**config.mk**
```make
export PLATFORM = sky130hd
export DESIGN_NAME = fetch_ctrl
export DESIGN_NICKNAME = d
export VERILOG_FILES = /design/src/rtl/fetch_ctrl.sv
export SDC_FILE = /design/constraint.sdc
export NUM_CORES = 1
export LEC_CHECK = 0
export CELL_PAD_IN_SITES_DETAIL_PLACEMENT = 1
export CELL_PAD_IN_SITES_GLOBAL_PLACEMENT = 1
export CORE_UTILIZATION = 38
export CTS_CLUSTER_SIZE = 12
export DETAILED_ROUTE_END_ITERATION = 6
export GPL_TIMING_DRIVEN = 0
export MAX_ROUTING_LAYER = met4
export PLACE_DENSITY = 0.89
export SYNTH_ARGS = -nofsm -noshare
export SYNTH_HDL_FRONTEND = slang
export SYNTH_SLANG_ARGS = --single-unit
```
**constraint.sdc**
```tcl
create_clock -name clk -period 3.1 [get_ports clk]
set_input_delay 0.62 -clock clk [delete_from_list [all_inputs] [get_ports clk]]
set_output_delay 0.62 -clock clk [all_outputs]
set_load 0.01 [all_outputs]
```
**src/rtl/fetch_ctrl.sv**
```systemverilog
// Instruction fetch controller: walks a PC through a combinational ROM and
// presents one registered instruction slot to decode with a valid/ready handshake.
module fetch_ctrl #(
  parameter logic [7:0] START_ADDR = 8'h00,
  parameter logic [7:0] END_ADDR   = 8'h0F
) (
  input  logic        clk,
  input  logic        reset,
  input  logic        run,
  output logic [7:0]  rom_addr,
  input  logic [15:0] rom_data,
  input  logic        branch_valid,
  input  logic [7:0]  branch_target,
  output logic [15:0] instr,
  output logic [7:0]  instr_pc,
  output logic        instr_valid,
  input  logic        instr_ready,
  output logic        halted,
  output logic [15:0] fetch_count
);

  typedef enum logic [1:0] {IDLE, FETCH, HALT} state_t;

  state_t     state;
  logic [7:0] pc;
  logic       xfer;
  logic       slot_free;

  assign rom_addr  = pc;
  assign xfer      = instr_valid & instr_ready;
  assign slot_free = ~instr_valid | xfer;

  always_ff @(posedge clk or posedge reset) begin
    if (reset) begin
      state       <= IDLE;
      pc          <= START_ADDR;
      instr       <= '0;
      instr_pc    <= '0;
      instr_valid <= 1'b0;
      halted      <= 1'b0;
      fetch_count <= '0;
    end else begin
      // Decode consumed the entry, so it counts even when a branch flushes the slot.
      if (xfer && fetch_count != 16'hFFFF)
        fetch_count <= fetch_count + 16'd1;

      if (branch_valid) begin
        pc          <= branch_target;
        instr_valid <= 1'b0;
        halted      <= 1'b0;
        state       <= run ? FETCH : IDLE;
      end else begin
        // Drain by default; a capture below re-asserts valid in the same cycle.
        if (xfer)
          instr_valid <= 1'b0;
        case (state)
          IDLE: begin
            if (run)
              state <= FETCH;
          end
          FETCH: begin
            if (!run) begin
              state <= IDLE;
            end else if (slot_free) begin
              instr       <= rom_data;
              instr_pc    <= pc;
              instr_valid <= 1'b1;
              pc          <= pc + 8'd1;
              if (pc == END_ADDR) begin
                state  <= HALT;
                halted <= 1'b1;
              end
            end
          end
          HALT: begin
          end
          default: begin
            state  <= IDLE;
            halted <= 1'b0;
          end
        endcase
      end
    end
  end

endmodule

```
**Yosys cells after proc, flatten, opt, wreduce, memory -nomap -nowiden**

Cells that the tools add are included.

- Muxes and demuxes: 21
- Add/sub/neg operators: 2
- Eq/ne operators: 12
- Bitwise operators: 4
- Reductions and logical operators: 10

Operators with widths:

| operator | number |
|---|---|
| 8-bit two-way mux | 4 |
| 16-bit by 1-bit adder with 16-bit output (second input constant) | 1 |
| 16-bit inequality test (second input constant) | 1 |
| 3-bit inequality test (second input constant) | 4 |
| 4-bit AND reduction | 3 |
| 1-bit two-way mux | 10 |
| 2-bit two-way mux | 5 |
| 8-bit by 1-bit adder with 8-bit output (second input constant) | 1 |
| 8-bit by 4-bit equality test with 1-bit output (second input constant) | 1 |
| 4-bit inequality test (second input constant) | 2 |
| 2-bit case mux with 3 select lines | 1 |
| 2-bit nonzero test | 3 |
| 3-bit AND reduction | 1 |
| 2-bit by 1-bit equality test with 1-bit output (second input constant) | 1 |
| 2-bit equality test (second input constant) | 1 |
| 2-bit zero test | 1 |
| 2-bit by 1-bit inequality test with 1-bit output (second input constant) | 1 |
| 2-bit inequality test (second input constant) | 1 |
| 1-bit NOT | 2 |
| 1-bit case mux with 2 select lines | 1 |
| 2-bit OR reduction | 1 |
| 1-bit AND | 1 |
| 1-bit logical AND | 1 |
| 1-bit bitwise OR | 1 |

- Bits of input ports: 29
- Output and inout port bits: 50
- Register bits after elaboration: 52
- Logic and storage cells: 56

**Logic depth before layout (Yosys ltp)**

- Depth after elaboration: 6
- Depth in mapped cells: 6
- Depth with buffers taken out: 5

**Worst setup path after synthesis**

OpenSTA, ideal clock, no wires.

- Path type: input-to-reg
- Start: input port run
- End: register instr[0]
- Setup time: 0.125 ns
- Arrival time: 1.608 ns
- Stages: 4
- Setup slack: 1.367 ns
- Path buffers: 1
- Data required time: 2.975 ns
- Path through: nand3b_1 > nor3_2 > buf_2 > mux2_2

- Longest elaborated chain between the ends: 1

RTL lines:

| element | RTL line | text |
|---|---|---|
| from (decl) | 9 | `input logic run,` |
| 4-bit AND reduction (no line) | n/a |  |
| to (signal assigned) | 65 | `instr <= rom_data;` |
| to (decl) | 14 | `output logic [15:0] instr,` |

No other way between the ends.
A chain may end at the register's enable or synchronous reset.

**Worst setup path after layout**

- Start: input port run
- End: register instr[1]

Same word-level chain as after synthesis.

==> flow_summary.json <==
{
  "status": "completed",
  "maxSlewViolCount": 0,
  "synth_area_leader_cell": "dfrtp_1",
  "io_buffers": 78,
  "numCtsBuffers": 5,
  "grt_pass1_wl_um": 9820,
  "clk_pin_slew_worst_paths_ns": 0.09,
  "cp_data_required_time_ns": 3.30,
  "powerDensity_nw_per_um2": 552,
  "netlist_area_um2": 2340,
  "seq_area_um2": 1300,
  "drc": 0,
  "first_pass_iters": 4,
  "num_rows": 28,
  "initial_core_util_pct": 39.5,
  "reg2reg_from": "fetch_count[0]$_DFFE_PP0P_",
  "synth_edf_count": 0,
  "ys_seq_elements": 52,
  "multi_input_area_um2": 998,
  "r2r_cells": 6,
  "grt_start_max_net_pins": 43,
  "cp-end-kind": "register",
  "setup_viol": 0,
  "die_x_um": 80.4,
  "syn_nets": 223,
  "crit_type": "primary input to register",
  "min_path_cells": 1,
  "drt_iter0_markers": 49,
  "wire_per_inst_um": 16.5,
  "ys.flop_type": "dfrtp_1",
  "synth-warning-count": 0,
  "insertion_delay_ns": 0.32,
  "crit_arrival_ns": 2.47,
  "die_y_um": 80.4,
  "cts_resized": 0,
  "post_route_cells_drive_above_1_share_pct": 15.8,
  "post-cts-setup-buffer-count": 0,
  "area_delta_synth_final_pct": 43.3,
  "num_vias": 1850,
  "final-hold-violation-count": 0,
  "ant_nets": 0,
  "dp_slack_ns": 0.469,
  "skew_ns": 0.00994,
  "fill_cells": 633,
  "routed_wl_um": 5840,
  "drv_cap": 0,
  "crit_path_max_incr_delay_ns": 0.55,
  "worst_slack_ns": 0.830,
  "hold_class": "register to register",
  "max_slew_margin_pct": 64.8,
  "synth_top_cell_area_share_pct": 55.7,
  "crit_buf_inv": 2,
  "clock_tree.root_cell": "clkbuf_8",
  "cts_tree": "done",
  "clockBufferDepth": 2,
  "synth_cell_types": 38,
  "min_to": "instr[2]$_DFFE_PP0P_",
  "vias_per_cell": 5.23,
  "worstHoldStart": "instr[2]$_DFFE_PP0P_",
  "worstMarginPinSlew_ns": 0.525,
  "critPathSlowestCell": "clkdlybuf4s50_1",
  "dp_hpwl_um": 4350,
  "gp_congestion": 0.742,
  "ys_top_cells_by_area": "dfrtp_1, mux2_2, xor2_1, nand3_1, nand4_1",
  "worstSetupStartpointType": "primary input",
  "rrSetupSlack_ns": 1.05,
  "nets": 309,
  "core_um2": 5920,
  "antenna_found_initial": 0,
  "ir_drop_v": 0.000306,
  "cts_hold_buf": 0,
  "cpLargestDelayFamily": "buffers and inverters",
  "antennaDiodeCount": 0,
  "fin_crit_sh_pct": 73.2,
  "io_pins": 79,
  "yosysMostFrequentCell": "dfrtp_1",
  "cts_sinks": 52,
  "rsz0062_at_grt": "no",
  "power_leakage_nw": 1.39,
  "max_clock_freq_mhz": 441,
  "cp_max_fo": 10,
  "syn_inst": 192,
  "worstReg2RegEnd": "fetch_count[2]$_DFFE_PP0P_",
  "die_area_um2": 6470,
  "grt_pass1_vias": 2061,
  "setup_tns_ns": 0,
  "finalPower_mw": 1.85,
  "grt_overflow_total": 0,
  "synthTopCellsByCount": "dfrtp_1, mux2_2, xor2_1, nand2_1, nand3_1",
  "syn_avg_cell_area_um2": 12.2,
  "grt_usage_pct": 20.7,
  "fin_crit_ns": 2.27,
  "async_flop_share_pct": 100,
  "htree_levels": 2,
  "synth-seq-area-share_pct": 55.7,
  "cp_cell_sequence": "clkdlybuf4s50_1 -> nand3b_1 -> nor3_2 -> buf_2 -> mux2_2"
}
==> per-layer routing <==
layer,up-vias,global-route usage (%),wire (um)
met4,0,6.25,76
met3,8,4.43,315
met2,63,34.7,3060
met1,918,24.9,2390
met5,-,-,0
li1,861,-,-
==> registers in the layout, indices dropped and copies added (netlist names) <==
register     flops
fetch_count     16
instr           16
instr_pc         8
rom_addr         8
state            2
halted           1
instr_valid      1
==> metrics by stage <==
stage | hold WS [ns] | area [um^2] | instances | util (%)
2_1_floorplan | 0.491 | 2340 | 192 | -
3_3_place_gp | 0.489 | 3210 | 345 | 54.2
3_5_place_dp | 0.494 | 3230 | 346 | 54.6
4_1_cts | 0.517 | 3350 | 354 | 56.6
5_1_grt | 0.524 | 3350 | 354 | 56.6
6_report | 0.513 | 3350 | 354 | 56.6
==> area by class of cell <==
class                   instances  area share, %
flip-flops and latches         52           38.9
repair buffers                 79           23.9
well taps                      75           2.80
plain buffers                   6          0.785
clock inverters                 3           1.42
multi-input cells             131           29.8
clock buffers                   5           2.06
inverters                       3          0.336
==> worst register-to-register path: stages (launching register included) <==
cell and delay, ns:
dfrtp_1 0.44, ha_1 0.23, nand4_1 0.23, nor4_1 0.44
buf_2 0.33, nor3b_1 0.11, xor2_1 0.16
==> kinds of logic after synthesis <==
kind of cell	count (synthesis)	share of synthesized area (%)
xor+xnor	20	7.49
simple gates	67	17.5
mux	26	12.5
flops	52	55.7
compound gates	16	4.23
fa+ha+maj	2	1.07
buf+inv	9	1.61
==> worst max path at each step <==
stage	startpoint	to	slack [ns]	cells past startpoint
after floorplan	reset	fetch_count[0]$_DFFE_PP0P_	1.22	1
after CTS	run	instr[1]$_DFFE_PP0P_	0.82	5
after detailed placement	run	instr_pc[4]$_DFFE_PP0P_	0.47	5
after global routing	run	instr[1]$_DFFE_PP0P_	0.71	5
after global placement	reset	instr[11]$_DFFE_PP0P_	0.22	2
final	run	instr[1]$_DFFE_PP0P_	0.83	5
==> cells in the final DEF, fill, tap and decap left out, types with 2 or more instances in the layout <==
cell type and count:
a21oi_1 3, and2_1 2, and4_1 3, buf_2 3
clkbuf_1 3, clkbuf_8 5, clkdlybuf4s50_1 78, clkinv_4 2
dfrtp_1 52, ha_1 2, inv_1 2, mux2_2 25
nand2_1 13, nand2b_1 2, nand3_1 10, nand4_1 8
nand4b_1 2, nor2_1 4, nor2b_1 2, nor3_1 6
nor4_1 3, o21a_1 2, o21ai_0 8, xnor2_1 4
xor2_1 16
==> power breakdown <==
group,switching (mW),internal (mW),leakage [nW]
sequential,0.0919,0.784,0.650
clock,0.243,0.244,0.0583
combinational,0.182,0.303,0.686
total,0.517,1.33,1.39
Power figures use the tool's default switching activity.
